--- src/rtl/csr_status_reporter.sv ---
// csr_status_reporter: latches the first non-zero tohost value and
// reports PASS/FAIL over an 8N1 UART. Option: CSR_REPORT_CYCLES_EN.
module csr_status_reporter #(
  parameter int CLOCK_FREQ = 50_000_000,
  parameter int BAUD_RATE  = 115_200
) (
  input  logic        clk,
  input  logic        rst,
  input  logic [31:0] csr,
  output logic        serial_out,
  output logic        busy,
  output logic        done,
  output logic        pass,
  output logic [31:0] code
);

  localparam int SYM = CLOCK_FREQ / BAUD_RATE;
  localparam int BW  = (SYM > 1) ? $clog2(SYM) : 1;
  localparam logic [BW-1:0] BAUD_LAST = BW'(SYM - 1);
`ifdef CSR_REPORT_CYCLES_EN
  localparam logic [4:0] TAIL = 5'd13;
`else
  localparam logic [4:0] TAIL = 5'd2;
`endif

  typedef enum logic [1:0] {IDLE, SEND, DONE} state_t;

  state_t        state, state_n;
  logic [BW-1:0] baud;
  logic [3:0]    bit_idx;
  logic [4:0]    chr_idx;
  logic [4:0]    body_len;
  logic [4:0]    msg_len;
  logic [4:0]    rel;
  logic [7:0]    ch;
  logic          is_pass;
  logic          bit_end;
  logic          chr_end;
  logic          msg_end;
`ifdef CSR_REPORT_CYCLES_EN
  logic [31:0]   cycles;
`endif

  function automatic logic [7:0] hex_ascii(input logic [3:0] n);
    return (n < 4'd10) ? (8'h30 + {4'h0, n}) : (8'h37 + {4'h0, n});
  endfunction

  // d = 0 selects the most significant nibble
  function automatic logic [3:0] nib(input logic [31:0] v,
                                     input logic [2:0]  d);
    logic [31:0] s;
    s = v >> {3'd7 - d, 2'b00};
    return s[3:0];
  endfunction

  assign is_pass = (code == 32'h1);
  assign bit_end = (baud == BAUD_LAST);
  assign chr_end = bit_end && (bit_idx == 4'd9);
  assign msg_end = chr_end && (chr_idx == msg_len - 5'd1);

  assign busy = (state == SEND);
  assign done = (state == DONE);
  assign pass = done && is_pass;

  // state register
  always_ff @(posedge clk) begin
    if (!rst) state <= IDLE;
    else      state <= state_n;
  end

  // next-state: latch, send, hold until csr returns to zero
  always_comb begin
    state_n = state;
    unique case (state)
      IDLE:    if (csr != 32'h0) state_n = SEND;
      SEND:    if (msg_end)      state_n = DONE;
      DONE:    if (csr == 32'h0) state_n = IDLE;
      default: state_n = IDLE;
    endcase
  end

  // code latch plus baud, bit and character counters
  always_ff @(posedge clk) begin
    if (!rst) begin
      code    <= '0;
      baud    <= '0;
      bit_idx <= '0;
      chr_idx <= '0;
    end else begin
      unique case (state)
        IDLE: begin
          if (csr != 32'h0) code <= csr;
          baud    <= '0;
          bit_idx <= '0;
          chr_idx <= '0;
        end
        SEND: begin
          if (bit_end) begin
            baud <= '0;
            if (bit_idx == 4'd9) begin
              bit_idx <= '0;
              chr_idx <= chr_idx + 5'd1;
            end else begin
              bit_idx <= bit_idx + 4'd1;
            end
          end else begin
            baud <= baud + 1'b1;
          end
        end
        DONE: if (csr == 32'h0) code <= '0;
        default: ;
      endcase
    end
  end

`ifdef CSR_REPORT_CYCLES_EN
  // idle-cycle counter: frozen once latched, cleared on re-arm
  always_ff @(posedge clk) begin
    if (!rst)
      cycles <= '0;
    else if (state == IDLE && csr == 32'h0)
      cycles <= cycles + 32'd1;
    else if (state == DONE && csr == 32'h0)
      cycles <= '0;
  end
`endif

  // message character for the current index
  always_comb begin
    body_len = is_pass ? 5'd4 : 5'd13;
    msg_len  = body_len + TAIL;
    rel      = chr_idx - body_len;
    ch       = 8'h0A;
    if (chr_idx < body_len) begin
      if (is_pass) begin
        unique case (chr_idx[1:0])
          2'd0:    ch = "P";
          2'd1:    ch = "A";
          default: ch = "S";
        endcase
      end else if (chr_idx < 5'd5) begin
        unique case (chr_idx[2:0])
          3'd0:    ch = "F";
          3'd1:    ch = "A";
          3'd2:    ch = "I";
          3'd3:    ch = "L";
          default: ch = " ";
        endcase
      end else begin
        ch = hex_ascii(nib(code, 3'(chr_idx - 5'd5)));
      end
`ifdef CSR_REPORT_CYCLES_EN
    end else if (rel == 5'd0) begin
      ch = " ";
    end else if (rel == 5'd1) begin
      ch = "C";
    end else if (rel == 5'd2) begin
      ch = "=";
    end else if (rel < 5'd11) begin
      ch = hex_ascii(nib(cycles, 3'(rel - 5'd3)));
    end else if (rel == 5'd11) begin
      ch = 8'h0D;
    end
`else
    end else if (rel == 5'd0) begin
      ch = 8'h0D;
    end
`endif
  end

  // line driver: start, 8 data LSB first, stop
  always_comb begin
    serial_out = 1'b1;
    if (state == SEND) begin
      if (bit_idx == 4'd0)
        serial_out = 1'b0;
      else if (bit_idx < 4'd9)
        serial_out = ch[3'(bit_idx - 4'd1)];
    end
  end

endmodule

--- config.mk ---
export PLATFORM = sky130hd
export DESIGN_NAME = csr_status_reporter
export DESIGN_NICKNAME = d
export VERILOG_FILES = /design/src/rtl/csr_status_reporter.sv
export SDC_FILE = /design/constraint.sdc
export NUM_CORES = 1
export LEC_CHECK = 0
export BUFFER_PORTS_ARGS = -buffer_cell sky130_fd_sc_hd__buf_2
export CAP_MARGIN = 20
export CORE_MARGIN = 2
export CORE_UTILIZATION = 58
export DETAILED_ROUTE_END_ITERATION = 8
export PLACE_DENSITY = 0.89
export SLEW_MARGIN = 20
export SYNTH_ARGS = -nofsm -noshare
export SYNTH_HDL_FRONTEND = slang
export SYNTH_SLANG_ARGS = --single-unit
--- constraint.sdc ---
create_clock -name clk -period 6.95 [get_ports clk]
set_clock_uncertainty 0.05 [all_clocks]
set_input_delay 0.695 -clock clk [delete_from_list [all_inputs] [get_ports clk]]
set_output_delay 0.695 -clock clk [all_outputs]
set_load 0.02 [all_outputs]
==> results.py <==
metrics = {
    "pwr": {
        "internal-power_w": 0.0004527,
        "p_sw_frac": 0.3241,
        "pwr-share-seq": 0.498,
        "comb_power_share": 0.230,
        "switching_power_w": 0.0002171,
        "p_leak_nw": 1.419,
        "cellPowerDensity_nw_per_um2": 188.9,
        "total_power_w": 0.0006698,
        "clkPwrFrac": 0.271,
        "vdd_drop_max_v": 0.0001573,
    },
    "clock_tree": {
        "clk_path_buf_depth": 2,
        "clk-insertion-delay-late_ns": 0.32,
        "tritoncts": "yes",
        "cts_setup_buffers": 0,
        "cts_sinks": 52,
        "cts_resized": 0,
        "root_buffer": "clkbuf_8",
        "htree_num_levels": 2,
        "numCtsBuffers": 5,
        "cts.reportedPaths.clkPinSlew_ns": 0.10,
        "postCtsHoldBufs": 0,
    },
    "yosys": {
        "synth_edf_count": 0,
        "synth_flop_cell": "dfxtp_1",
        "yosysUniqueCellTypes": 51,
        "synth-seq-cells": 52,
        "async_flop_share": 0,
        "yosys_warnings": 0,
        "yosys.area.top_type": "dfxtp_1",
        "seq_area_frac_synth": 0.3383,
        "synthTopCellsByArea": "dfxtp_1 34%, nor2b_1 8.5%, a22oi_1 7.8%",
        "avgSynthCellArea_um2": 8.944,
        "synth_cells": 344,
        "synth.most_common_cell": "dfxtp_1",
        "synth_nets": 395,
        "synthesis.area_um2": 3077,
        "synth_common_cells": "52 x dfxtp_1, 42 x nor2b_1, 32 x a22oi_1",
        "synth_top_area_frac": 0.3383,
    },
    "drt": {
        "ant_nets": 0,
        "vias_per_cell": 6.103,
        "dr.pass1.iters": 4,
        "drt_iter0_markers": 242,
        "dr_total_vias": 2899,
        "route.detailed.drc": 0,
        "wire_per_inst_um": 16.47,
        "routed_wl_um": 7823,
    },
    "cells_and_area": {
        "drive_above_1_share": 0.2370,
        "finalNetCount": 455,
        "finish.instance_area_um2": 3546,
        "final-instance-count-excl-fill": 475,
        "syn_to_final_growth_pct": 15.25,
        "antenna_cells": 0,
    },
    "sta": {
        "slew_violations": 0,
        "setup_ws_ns": 1.933,
        "hold_viol_final": 0,
        "slew_headroom": 0.5745,
        "min_period_ns": 5.017,
        "rsz0062_at_grt": "false",
        "fin_crit_sh": 0.7219,
        "fmax_mhz": 199.3,
        "setup-violations-final": 0,
        "tightest_slew_ns": 0.6383,
        "tns_ns": 0,
    },
    "setup_path": {
        "worstPathRequired_ns": 6.20,
        "crit_type": "flop to output pin",
        "crit_slowest_cell": "dfxtp_1",
        "path_common_cell": "ha_1",
        "cp-start-kind": "flop",
        "cpPeakStageDelay_ns": 0.71,
        "r2r_cells": 9,
        "end_kind": "output pin",
        "reg2reg_setup_slack_ns": 3.89,
        "arrival_ns": 4.27,
        "critical-path-top-delay-family": "adder cells",
        "reg2reg_from": "code[3]$_SDFFE_PN0P_",
        "path_buf_inv": 2,
        "path_cells": "inv_1, ha_1, ha_1, mux4_2, mux2i_1, ha_1, o21ai_2, a211oi_2, a31oi_1, or3_1, a221oi_2, buf_2",
        "worst-path-stages": 12,
        "r2r-end": "state[0]$_SDFFE_PN0P_",
        "critical_path_peak_fanout": 14,
    },
    "hold_path": {
        "whs_path_depth": 2,
        "hold_start": "baud[8]$_SDFFE_PN0P_",
        "hold_end": "baud[8]$_SDFFE_PN0P_",
        "hold_path_class": "flop to flop",
    },
    "floorplanning": {
        "io-pin-count": 70,
        "dieArea_um2": 5904,
        "rows": 26,
        "die_x_um": 76.84,
        "die_height_um": 76.84,
        "start_util": 0.6024,
        "core-area_um2": 5107,
    },
    "run_status": {
        "status": "finished, final reports clean",
    },
    "placement": {
        "dp_slack_ns": 2.270,
        "dp_cells": 467,
        "placed_area_um2": 3448,
        "dpl.hpwl_um": 5882,
        "port_buffers": 69,
        "gp_congestion": 0.9149,
    },
    "global_routing": {
        "grt.total_usage": 0.2717,
        "grt_max_degree": 44,
        "grt_pass1_vias": 2730,
        "gr-total-overflow": 0,
        "antenna_found_initial": 0,
        "grt_pass1_wl_um": 13080,
    },
    "run": {
        "maxCapViolCount": 0,
    },
}
cell type report:
class | count | area [µm²]
clock buffer | 5 | 68.82
clock inverter | 3 | 26.28
fill | 416 | 1562
inverter | 10 | 37.54
multi-input combinational | 265 | 1932
sequential | 52 | 1041
tap | 70 | 87.58
timing repair buffer | 70 | 352.8
worst max path at each step:
stage,from,end
global placement,chr_idx[0]$_SDFFE_PN0P_,serial_out
global route,chr_idx[0]$_SDFFE_PN0P_,serial_out
floorplan,chr_idx[0]$_SDFFE_PN0P_,serial_out
finish,chr_idx[0]$_SDFFE_PN0P_,serial_out
detailed placement,chr_idx[0]$_SDFFE_PN0P_,serial_out
CTS,chr_idx[0]$_SDFFE_PN0P_,serial_out
sequential cells by signal, summed over array words and instances, names as in the netlist:
| register | flops |
|---|---|
| baud | 9 |
| bit_idx | 4 |
| chr_idx | 5 |
| code | 32 |
| state | 2 |
kinds of logic (layout without fill, tap and decap cells):
logic type / Yosys count / after routing / share of synthesized area
AO/OA/AOI/OAI: 71 / 71 / 0.1647
XOR/XNOR: 15 / 15 / 0.04270
adder cells (fa/ha/maj): 17 / 17 / 0.06913
buffers and inverters: 27 / 88 / 0.03619
flip-flops: 52 / 52 / 0.3383
multiplexers: 14 / 14 / 0.08662
AND/OR/NAND/NOR: 148 / 148 / 0.2623
power by group through the flow:
stage | sequential [W] | clock [W] | combinational (W)
floorplan | 0.000347 | 0 | 0.0000968
global placement | 0.000340 | 0 | 0.000147
detailed placement | 0.000340 | 0 | 0.000152
CTS | 0.000333 | 0.000185 | 0.000153
global route | 0.000336 | 0.000194 | 0.000168
finish | 0.000334 | 0.000182 | 0.000154
worst reg2reg max path: stages, from the launching register on:
cell	delay, ns
dfxtp_1	0.37
nor4_1	0.35
nand4_1	0.21
nor2_2	0.46
inv_1	0.18
ha_1	0.32
or4_1	0.51
nor3_1	0.25
nor2_1	0.08
o21a_1	0.17
metal layers:
metal / wire length [µm] / vias up / global-route usage
met3: 624 / 28 / 0.05529
met1: 3292 / 1358 / 0.3537
met5: 0 / - / 0
met4: 202 / 0 / 0.1182
met2: 3703 / 129 / 0.4368
li1: - / 1384 / -
cells in the final DEF (no fill, tap or decap), drive strengths merged, types with 2 or more instances in the layout:
master  count
xor2        7
a311oi      3
nor2b      42
buf        70
a22oi      32
or3         3
nand4       9
nand2      21
xnor2       8
a21oi      11
a31oi       4
mux4        8
a31o        2
o21ai       8
mux2i       5
nor2       27
inv        12
nor4       16
nand3       7
clkbuf      5
dfxtp      52
nand2b      3
nor3        7
and2        5
nand4b      2
ha         17
per-stage QoR:
stage / utilization / hold slack [ns]
2_1_floorplan: - / 0.4297
3_3_place_gp: 0.6752 / 0.4533
3_5_place_dp: 0.6752 / 0.4802
4_1_cts: 0.6938 / 0.5017
5_1_grt: 0.6943 / 0.5528
6_report: 0.6943 / 0.5046
No activity file was read; power rests on OpenSTA's default activity.
